$ cat config.mk
export PLATFORM = sky130hd
export DESIGN_NAME = muldiv_unit
export DESIGN_NICKNAME = d
export VERILOG_FILES = /design/src/rtl/muldiv_unit.sv
export SDC_FILE = /design/constraint.sdc
export NUM_CORES = 2
export LEC_CHECK = 0
export BUFFER_PORTS_ARGS = -buffer_cell sky130_fd_sc_hd__buf_2
export CAP_MARGIN = 25
export CORE_ASPECT_RATIO = 1.5
export CORE_UTILIZATION = 55
export DETAILED_ROUTE_END_ITERATION = 6
export PLACE_DENSITY = 0.84
export SLEW_MARGIN = 20
export SYNTH_ARGS = -nofsm -noshare
export SYNTH_HDL_FRONTEND = slang
export SYNTH_SLANG_ARGS = --single-unit
export TNS_END_PERCENT = 30
$ cat constraint.sdc
create_clock -name clk -period 19.5 [get_ports clk]
set_input_delay 1.95 -clock clk [delete_from_list [all_inputs] [get_ports clk]]
set_output_delay 1.95 -clock clk [all_outputs]
set_load 0.1 [all_outputs]
$ cat src/rtl/muldiv_unit.sv
// muldiv_unit: multi-cycle multiply/divide unit for the EX stage.
// Operands are captured on an accepted start; the {hi,lo} result and the
// divide-by-zero flag are loaded when the FSM enters FIN and then held until
// the next completed operation.
//
// state | meaning
// ------+-------------------------------------------------------------------
// IDLE  | waiting for start; result/div_by_zero hold their last values
// MUL   | product settling, MUL_STAGES-1 cycles counted down
// DIV   | restoring radix-2 divide, one quotient bit per cycle, WIDTH cycles
// FIN   | done pulse; result/div_by_zero were loaded on entry to this state

module muldiv_unit #(
    parameter int WIDTH      = 32,
    parameter int MUL_STAGES = 2
) (
    input  logic               clk,
    input  logic               rst,
    input  logic               flush,
    input  logic               start,
    input  logic [1:0]         op,
    input  logic [WIDTH-1:0]   src_a,
    input  logic [WIDTH-1:0]   src_b,
    output logic               busy,
    output logic               done,
    output logic [2*WIDTH-1:0] result,
    output logic               div_by_zero
);

    localparam int CNT_MAX = (WIDTH > MUL_STAGES) ? WIDTH : MUL_STAGES;
    localparam int CNT_W   = $clog2(CNT_MAX + 1);

    localparam logic [CNT_W-1:0] CNT_ONE = CNT_W'(1);
    localparam logic [CNT_W-1:0] CNT_DIV = CNT_W'(WIDTH);
    localparam logic [CNT_W-1:0] CNT_MUL = CNT_W'(MUL_STAGES - 1);

    typedef enum logic [1:0] {
        IDLE = 2'd0,
        MUL  = 2'd1,
        DIV  = 2'd2,
        FIN  = 2'd3
    } state_t;

    state_t             state;
    state_t             state_nxt;
    logic [CNT_W-1:0]   cnt;
    logic [CNT_W-1:0]   cnt_nxt;
    logic               load_res;
    logic [2*WIDTH-1:0] result_d;
    logic               dbz_d;

    logic               op_sgn;
    logic               accept;

    logic               mul_sgn;
    logic [WIDTH-1:0]   mul_a;
    logic [WIDTH-1:0]   mul_b;

    logic [WIDTH-1:0]   quo;
    logic [WIDTH-1:0]   rem;
    logic [WIDTH-1:0]   dvsr;
    logic               neg_q;
    logic               neg_r;

    logic [WIDTH:0]     div_shift;
    logic [WIDTH:0]     div_trial;
    logic               div_bit;
    logic [WIDTH-1:0]   quo_step;
    logic [WIDTH-1:0]   rem_step;
    logic [WIDTH-1:0]   quo_fin;
    logic [WIDTH-1:0]   rem_fin;

    // Full 2*WIDTH product; sign-extending both operands and truncating the
    // product to 2*WIDTH bits gives the correct two's-complement result.
    function automatic logic [2*WIDTH-1:0] mul_full(input logic             sgn,
                                                    input logic [WIDTH-1:0] a,
                                                    input logic [WIDTH-1:0] b);
        logic [2*WIDTH-1:0] ea;
        logic [2*WIDTH-1:0] eb;
        ea = {{WIDTH{sgn & a[WIDTH-1]}}, a};
        eb = {{WIDTH{sgn & b[WIDTH-1]}}, b};
        return ea * eb;
    endfunction

    // Magnitude of a (possibly signed) operand; -2^(W-1) maps to 2^(W-1),
    // which still fits as an unsigned WIDTH-bit value.
    function automatic logic [WIDTH-1:0] magnitude(input logic             sgn,
                                                   input logic [WIDTH-1:0] v);
        return (sgn && v[WIDTH-1]) ? -v : v;
    endfunction

    assign op_sgn = ~op[0];
    assign accept = (state == IDLE) && start && !flush;

    // One restoring-division step plus the sign fix-up used on the last step.
    // The partial remainder always stays below the divisor, so WIDTH bits hold it.
    always_comb begin
        div_shift = {rem, quo[WIDTH-1]};
        div_trial = div_shift - {1'b0, dvsr};
        div_bit   = ~div_trial[WIDTH];
        rem_step  = div_bit ? div_trial[WIDTH-1:0] : div_shift[WIDTH-1:0];
        quo_step  = {quo[WIDTH-2:0], div_bit};
        quo_fin   = neg_q ? -quo_step : quo_step;
        rem_fin   = neg_r ? -rem_step : rem_step;
    end

    // State and down-counter registers.
    always_ff @(posedge clk or posedge rst) begin
        if (rst) begin
            state <= IDLE;
            cnt   <= '0;
        end else begin
            state <= state_nxt;
            cnt   <= cnt_nxt;
        end
    end

    // Next-state, counter, result-load and handshake outputs.
    always_comb begin
        state_nxt = state;
        cnt_nxt   = cnt;
        load_res  = 1'b0;
        result_d  = result;
        dbz_d     = 1'b0;
        busy      = 1'b0;
        done      = 1'b0;

        case (state)
            IDLE: begin
                if (start && !flush) begin
                    if (!op[1]) begin
                        if (MUL_STAGES == 1) begin
                            state_nxt = FIN;
                            load_res  = 1'b1;
                            result_d  = mul_full(op_sgn, src_a, src_b);
                        end else begin
                            state_nxt = MUL;
                            cnt_nxt   = CNT_MUL;
                        end
                    end else if (src_b == '0) begin
                        state_nxt = FIN;
                        load_res  = 1'b1;
                        result_d  = {src_a, {WIDTH{1'b1}}};
                        dbz_d     = 1'b1;
                    end else begin
                        state_nxt = DIV;
                        cnt_nxt   = CNT_DIV;
                    end
                end
            end

            MUL: begin
                busy = 1'b1;
                if (cnt == CNT_ONE) begin
                    state_nxt = FIN;
                    load_res  = 1'b1;
                    result_d  = mul_full(mul_sgn, mul_a, mul_b);
                end else begin
                    cnt_nxt = cnt - CNT_ONE;
                end
            end

            DIV: begin
                busy    = 1'b1;
                cnt_nxt = cnt - CNT_ONE;
                if (cnt == CNT_ONE) begin
                    state_nxt = FIN;
                    load_res  = 1'b1;
                    result_d  = {rem_fin, quo_fin};
                end
            end

            FIN: begin
                done      = 1'b1;
                state_nxt = IDLE;
            end

            default: begin
                state_nxt = IDLE;
            end
        endcase

        // An abort drops whatever is in flight and never publishes a result.
        if (flush) begin
            state_nxt = IDLE;
            load_res  = 1'b0;
        end
    end

    // Operand capture on accept; divider iteration while in DIV.
    always_ff @(posedge clk or posedge rst) begin
        if (rst) begin
            mul_sgn <= 1'b0;
            mul_a   <= '0;
            mul_b   <= '0;
            quo     <= '0;
            rem     <= '0;
            dvsr    <= '0;
            neg_q   <= 1'b0;
            neg_r   <= 1'b0;
        end else if (accept) begin
            mul_sgn <= op_sgn;
            mul_a   <= src_a;
            mul_b   <= src_b;
            quo     <= magnitude(op_sgn, src_a);
            rem     <= '0;
            dvsr    <= magnitude(op_sgn, src_b);
            neg_q   <= op_sgn & (src_a[WIDTH-1] ^ src_b[WIDTH-1]);
            neg_r   <= op_sgn & src_a[WIDTH-1];
        end else if (state == DIV) begin
            quo <= quo_step;
            rem <= rem_step;
        end
    end

    // Result and flag registers, loaded only on the transition into FIN.
    always_ff @(posedge clk or posedge rst) begin
        if (rst) begin
            result      <= '0;
            div_by_zero <= 1'b0;
        end else if (load_res) begin
            result      <= result_d;
            div_by_zero <= dbz_d;
        end
    end

endmodule

Word-level counts from Yosys, hierarchy flattened
Index checks and enable logic that the tools add are counted.
{"block": "op_classes", "n_div": 0, "n_reduce_logical": 14, "eq_ne": 13, "n_lt_le_gt_ge": 0, "n_addsub": 6, "muxes": 35, "multipliers": 1, "shifts": 0, "bitwise": 7}
{"cell": "2-to-1 mux 64 bit", "count": 5}
{"cell": "2-to-1 mux 32 bit", "count": 9}
{"cell": "case mux 64 bit (3 select lines)", "count": 1}
{"cell": "negator 32 bit", "count": 4}
{"cell": "multiplier 33 x 33 -> 64 bit", "count": 1}
{"cell": "subtractor 33 x 32 -> 33 bit", "count": 1}
{"cell": "zero test 32 bit", "count": 1}
{"cell": "2-to-1 mux 6 bit", "count": 4}
{"cell": "case mux 6 bit (3 select lines)", "count": 1}
{"cell": "2-to-1 mux 1 bit", "count": 9}
{"cell": "2-to-1 mux 2 bit", "count": 4}
{"cell": "!= test 2 bit (second input constant)", "count": 4}
{"cell": "AND reduction 7 bit", "count": 1}
{"cell": "== test 6 x 1 -> 1 bit (second input constant)", "count": 1}
{"cell": "case mux 2 bit (3 select lines)", "count": 1}
{"cell": "subtractor 6 x 1 -> 6 bit (second input constant)", "count": 1}
{"cell": "logical AND 1 bit", "count": 5}
{"cell": "AND 1 bit", "count": 4}
{"cell": "== test 2 bit (second input constant)", "count": 2}
{"cell": "!= test 2 x 1 -> 1 bit (second input constant)", "count": 2}
{"cell": "AND reduction 4 bit", "count": 1}
{"cell": "!= test 3 x 1 -> 1 bit (second input constant)", "count": 1}
{"cell": "!= test 3 x 2 -> 1 bit (second input constant)", "count": 1}
{"cell": "!= test 3 bit (second input constant)", "count": 1}
{"cell": "10 further kinds", "count": 11}
{"block": "word_totals", "n_memories": 0, "in_bits": 70, "out_inout_bits": 67, "romBits": 0, "mem_bits_rw": 0, "latch_bits": 0, "reg_bits": 236}

Logic depth before layout (Yosys ltp)
{"block": "logic_depth", "word_depth": 7, "mapped_depth": 32, "mapped_depth_nobuf": 30}

Worst setup path after synthesis
No wires, ideal clock.
{"block": "synth_timing", "path_type": "flip-flop to flip-flop", "from": "register mul_a[31]", "to": "register result[54]", "setup_time_ps": 131, "path_buffers": 2, "t_arrival_ps": 7734, "path_stages_with_launch": 29, "t_required_ps": 19369, "path_slack_ps": 11636, "cell_sequence": "dfrtp_1 -> clkbuf_1 -> and2_1 -> clkbuf_1 -> nand2_1 -> inv_1 -> fa_1 -> fa_1 -> fa_1 -> inv_1 -> fa_1 -> inv_1 -> fa_1 -> fa_1 -> fa_1 -> inv_1 -> fa_1 -> inv_1 -> ha_1 -> a21o_1 -> or4_1 -> o21ai_0 -> o21a_1 -> a21oi_1 -> a31oi_1 -> o21bai_1 -> xor2_1 -> a221oi_1 -> nor3_1"}
{"block": "synth_between", "elab_chain_len": 4}
{"element": "start, declared", "line": "56", "rtl": "logic [WIDTH-1:0] mul_a;"}
{"element": "start signal, assigned", "line": "203", "rtl": "mul_a <= src_a;"}
{"element": "AND 1 bit", "line": "80", "rtl": "ea = {{WIDTH{sgn & a[WIDTH-1]}}, a};"}
{"element": "multiplier 33 x 33 -> 64 bit (*)", "line": "82", "rtl": "return ea * eb;"}
{"element": "2-to-1 mux 64 bit (*)", "line": "154", "rtl": "if (cnt == CNT_ONE) begin"}
{"element": "case mux 64 bit (3 select lines) (*)", "line": "128", "rtl": "case (state)"}
{"element": "end signal, assigned", "line": "222", "rtl": "result <= result_d;"}
{"element": "end, declared", "line": "26", "rtl": "output logic [2*WIDTH-1:0] result,"}
Every way passes the cells marked *; elsewhere a longest branch is shown, timed or not. The select of a mux whose other input is x is not followed.
A chain may end at the register's enable or synchronous reset.

Worst setup path after layout
{"block": "layout_timing", "from": "register mul_sgn", "to": "register result[48]"}
{"block": "layout_between", "elab_chain_len": 4, "elab_cells_between_ends": 5, "classes_between": "mul (1); mux (2); bitwise (2)"}
{"element": "start, declared", "line": "55", "rtl": "logic mul_sgn;"}
{"element": "start signal, assigned", "line": "202", "rtl": "mul_sgn <= op_sgn;"}
{"element": "AND 1 bit (on tied branches)", "line": "80, 81"}
{"element": "multiplier 33 x 33 -> 64 bit (*)", "line": "82"}
{"element": "2-to-1 mux 64 bit (*)", "line": "154"}
{"element": "case mux 64 bit (3 select lines) (*)", "line": "128"}
Marks and branches as above.

==> results by group <==
Outcome
  – Status: completed

Place
  – Post-place setup slack: 10.10 ns
  – Placed Cells: 7,230
  – I/O Buffers: 136
  – Detailed placement HPWL: 128,000 um
  – Routability cong.: 1.05

Layout
  – Layout area overhead: 4.75%
  – Area of the multi-input gates: 41,700 sq um
  – Filler Cells Inserted: 7,894
  – Share of cells above drive strength 1: 0.0527
  – Commonest cells after routing, fill and taps aside: 1,202 x inv_1, 1,125 x fa_1, 1,094 x nand2_1
  – Commonest non-fill, non-tap cell in the layout: inv_1
  – Nets@finish: 7,445
  – Final Instance Count excl. Fillers: 7,290
  – Reg area: 5880 sq um

Clock tree
  – Setup bufs post-CTS: 0
  – Root Driver: clkbuf_16
  – Hold-fix buffers, CTS: 0
  – Clk slew on worst S/H paths: 0.06 ns
  – CTS tree: yes
  – TritonCTS Sinks: 235
  – TritonCTS Buffers: 24
  – Latest clock arrival within the worst-skew pair: 0.56 ns
  – CTS Buffer Depth: 3
  – CTS HTree Levels: 1
  – Post-CTS sizing: 0

Die
  – Cell row count: 139
  – Core box area: 95,800 sq um
  – IO Pins: 137
  – Initial core utilization: 0.557
  – Die Width: 256 um
  – Die area: 98,300 sq um
  – Die Y: 383 um

Timing
  – Max frequency: 104 MHz
  – Final period util: 0.492
  – Min Hold Slack: 0.477 ns
  – Rel. slew slack: 0.176
  – Pins Over Slew Limit: 0
  – Count of final setup violators: 0
  – Final setup margin: 9.90 ns
  – Setup Skew: 0.0125 ns
  – Final Hold Vio Count: 0
  – RSZ-0062 raised after global routing: no
  – Measured slew at the worst slew-check pin: 1.24 ns
  – TNS Setup: 0 ns
  – Crit path time final: 9.60 ns

Synthesis
  – Post-synth EDFFs: 0
  – Sequential share of the synthesized area: 0.110
  – Synth unique cells: 93
  – Post-synthesis register bit count: 235
  – Syn avg cell area: 8.76 sq um
  – Post-Synth XOR/XNOR Area: 0.0353
  – Post-Synthesis Cells: 6,091
  – Largest family of logic cells by synthesized area: adder cells
  – Yosys warning total: 0
  – Ys flop type: dfrtp_1
  – Cell area after synthesis: 53,300 sq um
  – Ys async rst share: 1.00
  – Syn Nets: 7,541
  – Simple-gate share of the synthesized area: 0.166
  – Mux share of post-synthesis cell area: 0.0119
  – Synth Area in Compound Gates: 0.0845
  – Synthesized-area fraction occupied by adder cells: 0.482

Critical path
  – Worst EP required: 19.95 ns
  – Worst setup SP type: flop
  – Critical path type: reg2reg
  – CP Capture Type: flop
  – Arrival @ worst endpoint: 10.05 ns
  – R2r startpoint: mul_sgn
  – Worst r2r dst: result[48]
  – CP max FO: 22
  – Reg2Reg Depth: 24
  – Setup slack, reg-to-reg: 9.90 ns

GRT
  – First-pass GRT wire length: 261,000 um
  – Grt ovf: 0
  – Largest net degree at the start of global routing: 115
  – GRT Overall Usage: 0.348
  – Vias in the first global route: 48,500
  – Initial antenna violation count: 16

Drt
  – Routed Antenna Nets: 0
  – Vias: 44,100
  – Detailed Route Iter0 Violations: 3,475
  – Total wire length: 165,000 um
  – Post-route DRC violation count: 0
  – Router iterations before antenna repair: 6
  – Per-cell routed wire length: 22.7 um
  – Routed vias/inst: 6.05

Min path
  – Hold Crit Class: reg2reg
  – Hold Path Sink: mul_b[27]
  – Hold Path Depth: 2
  – Hold Startpoint: mul_b[27]

Flow run
  – Max-cap violation count: 0
worst max path at each step:
stage,slack (ns),cells past startpoint,start,to
after detailed placement,10.10,26,mul_sgn,result[63]
after global routing,9.47,26,mul_sgn,result[61]
final,9.90,24,mul_sgn,result[48]
after floorplan,11.10,1,rst,cnt[0]
after CTS,10.08,26,mul_sgn,result[63]
after global placement,10.39,26,mul_sgn,result[63]
metrics by stage:
step | utilization | cell area [sq um]
2_1_floorplan | - | 53300
3_3_place_gp | 0.573 | 54900
3_5_place_dp | 0.573 | 54900
4_1_cts | 0.582 | 55800
5_1_grt | 0.583 | 55900
6_report | 0.583 | 55900
kinds of logic (layout without fill, tap and decap cells):
group,after synthesis,count (layout)
and+or+nand+nor,1950,1950
buffers and inverters,1553,1474
adders and majority gates,1380,1380
AOI/OAI and AO/OA,696,696
DFF,235,235
xor gates and xnor gates,215,215
muxes,62,62
other,0,9
worst max-delay path: stages, from the launching register on:
cell	delay, ns
dfrtp_1	0.88
and2_1	0.60
nand2_1	0.19
inv_1	0.18
fa_1	0.49
fa_1	0.63
fa_2	0.51
inv_1	0.42
fa_1	0.50
inv_1	0.08
fa_1	0.44
fa_1	0.50
fa_1	0.49
inv_1	0.05
fa_1	0.47
inv_1	0.05
ha_1	0.37
nand3_1	0.09
or3_1	0.38
nor3_1	0.23
o211ai_1	0.13
a21oi_1	0.51
xor2_1	0.83
a221oi_1	0.22
o31ai_1	0.24
synthesized netlist by cell type (7+ instances only):
cell type	number	area [sq um]
fa_1	1126	22500
a211oi_1	36	270
nand2_1	1095	4110
o21ai_0	191	956
inv_1	1203	4520
nand3_1	33	165
a21oi_1	162	811
o41ai_1	9	78.8
or3_1	14	87.6
nor3_1	78	390
o31ai_1	43	323
buf_1	8	30.0
nor2b_1	14	87.6
a31oi_1	25	156
mux2i_1	59	591
or4_1	11	82.6
or2_2	11	68.8
o21a_1	15	113
o21bai_1	18	135
dfrtp_1	235	5880
nand4_1	14	87.6
clkbuf_1	325	1220
nand2b_1	15	93.8
a41oi_1	8	70.1
o22ai_1	7	43.8
ha_1	254	3180
a221oi_1	43	377
buf_2	13	65.1
xor2_1	68	596
a21o_1	51	383
nor2_1	223	837
nor4_1	16	100
o211ai_1	19	143
and2_1	352	2200
a22oi_1	7	52.6
xnor2_1	147	1290
and3_1	41	257
metal layers:
layer	routed length, um	share of wire	global-route usage
met1	49300	0.30	0.346
met2	80700	0.49	0.584
met3	15300	0.093	0.0850
met4	20100	0.12	0.353
met5	69	0.00042	0.00146
sequential cells by signal (all words and copies together) (netlist names), 2 cells and up:
signal / cells
cnt: 6
dvsr: 31
mul_a: 32
mul_b: 32
quo: 32
rem: 32
result: 64
state: 2
cell type report:
type                    instances  share of cell area
multi-input cells            4303               0.746
flip-flops and latches        235               0.105
inverters                    1205              0.0811
well taps                    1269              0.0284
repair buffers                226              0.0246
clock buffers                  37              0.0133
clock inverters                 6             0.00121
diodes                          9            0.000403
Power is left out: the tool's default activity adds up to more than one toggle a clock period on the data nets, which glitch-free logic cannot reach.
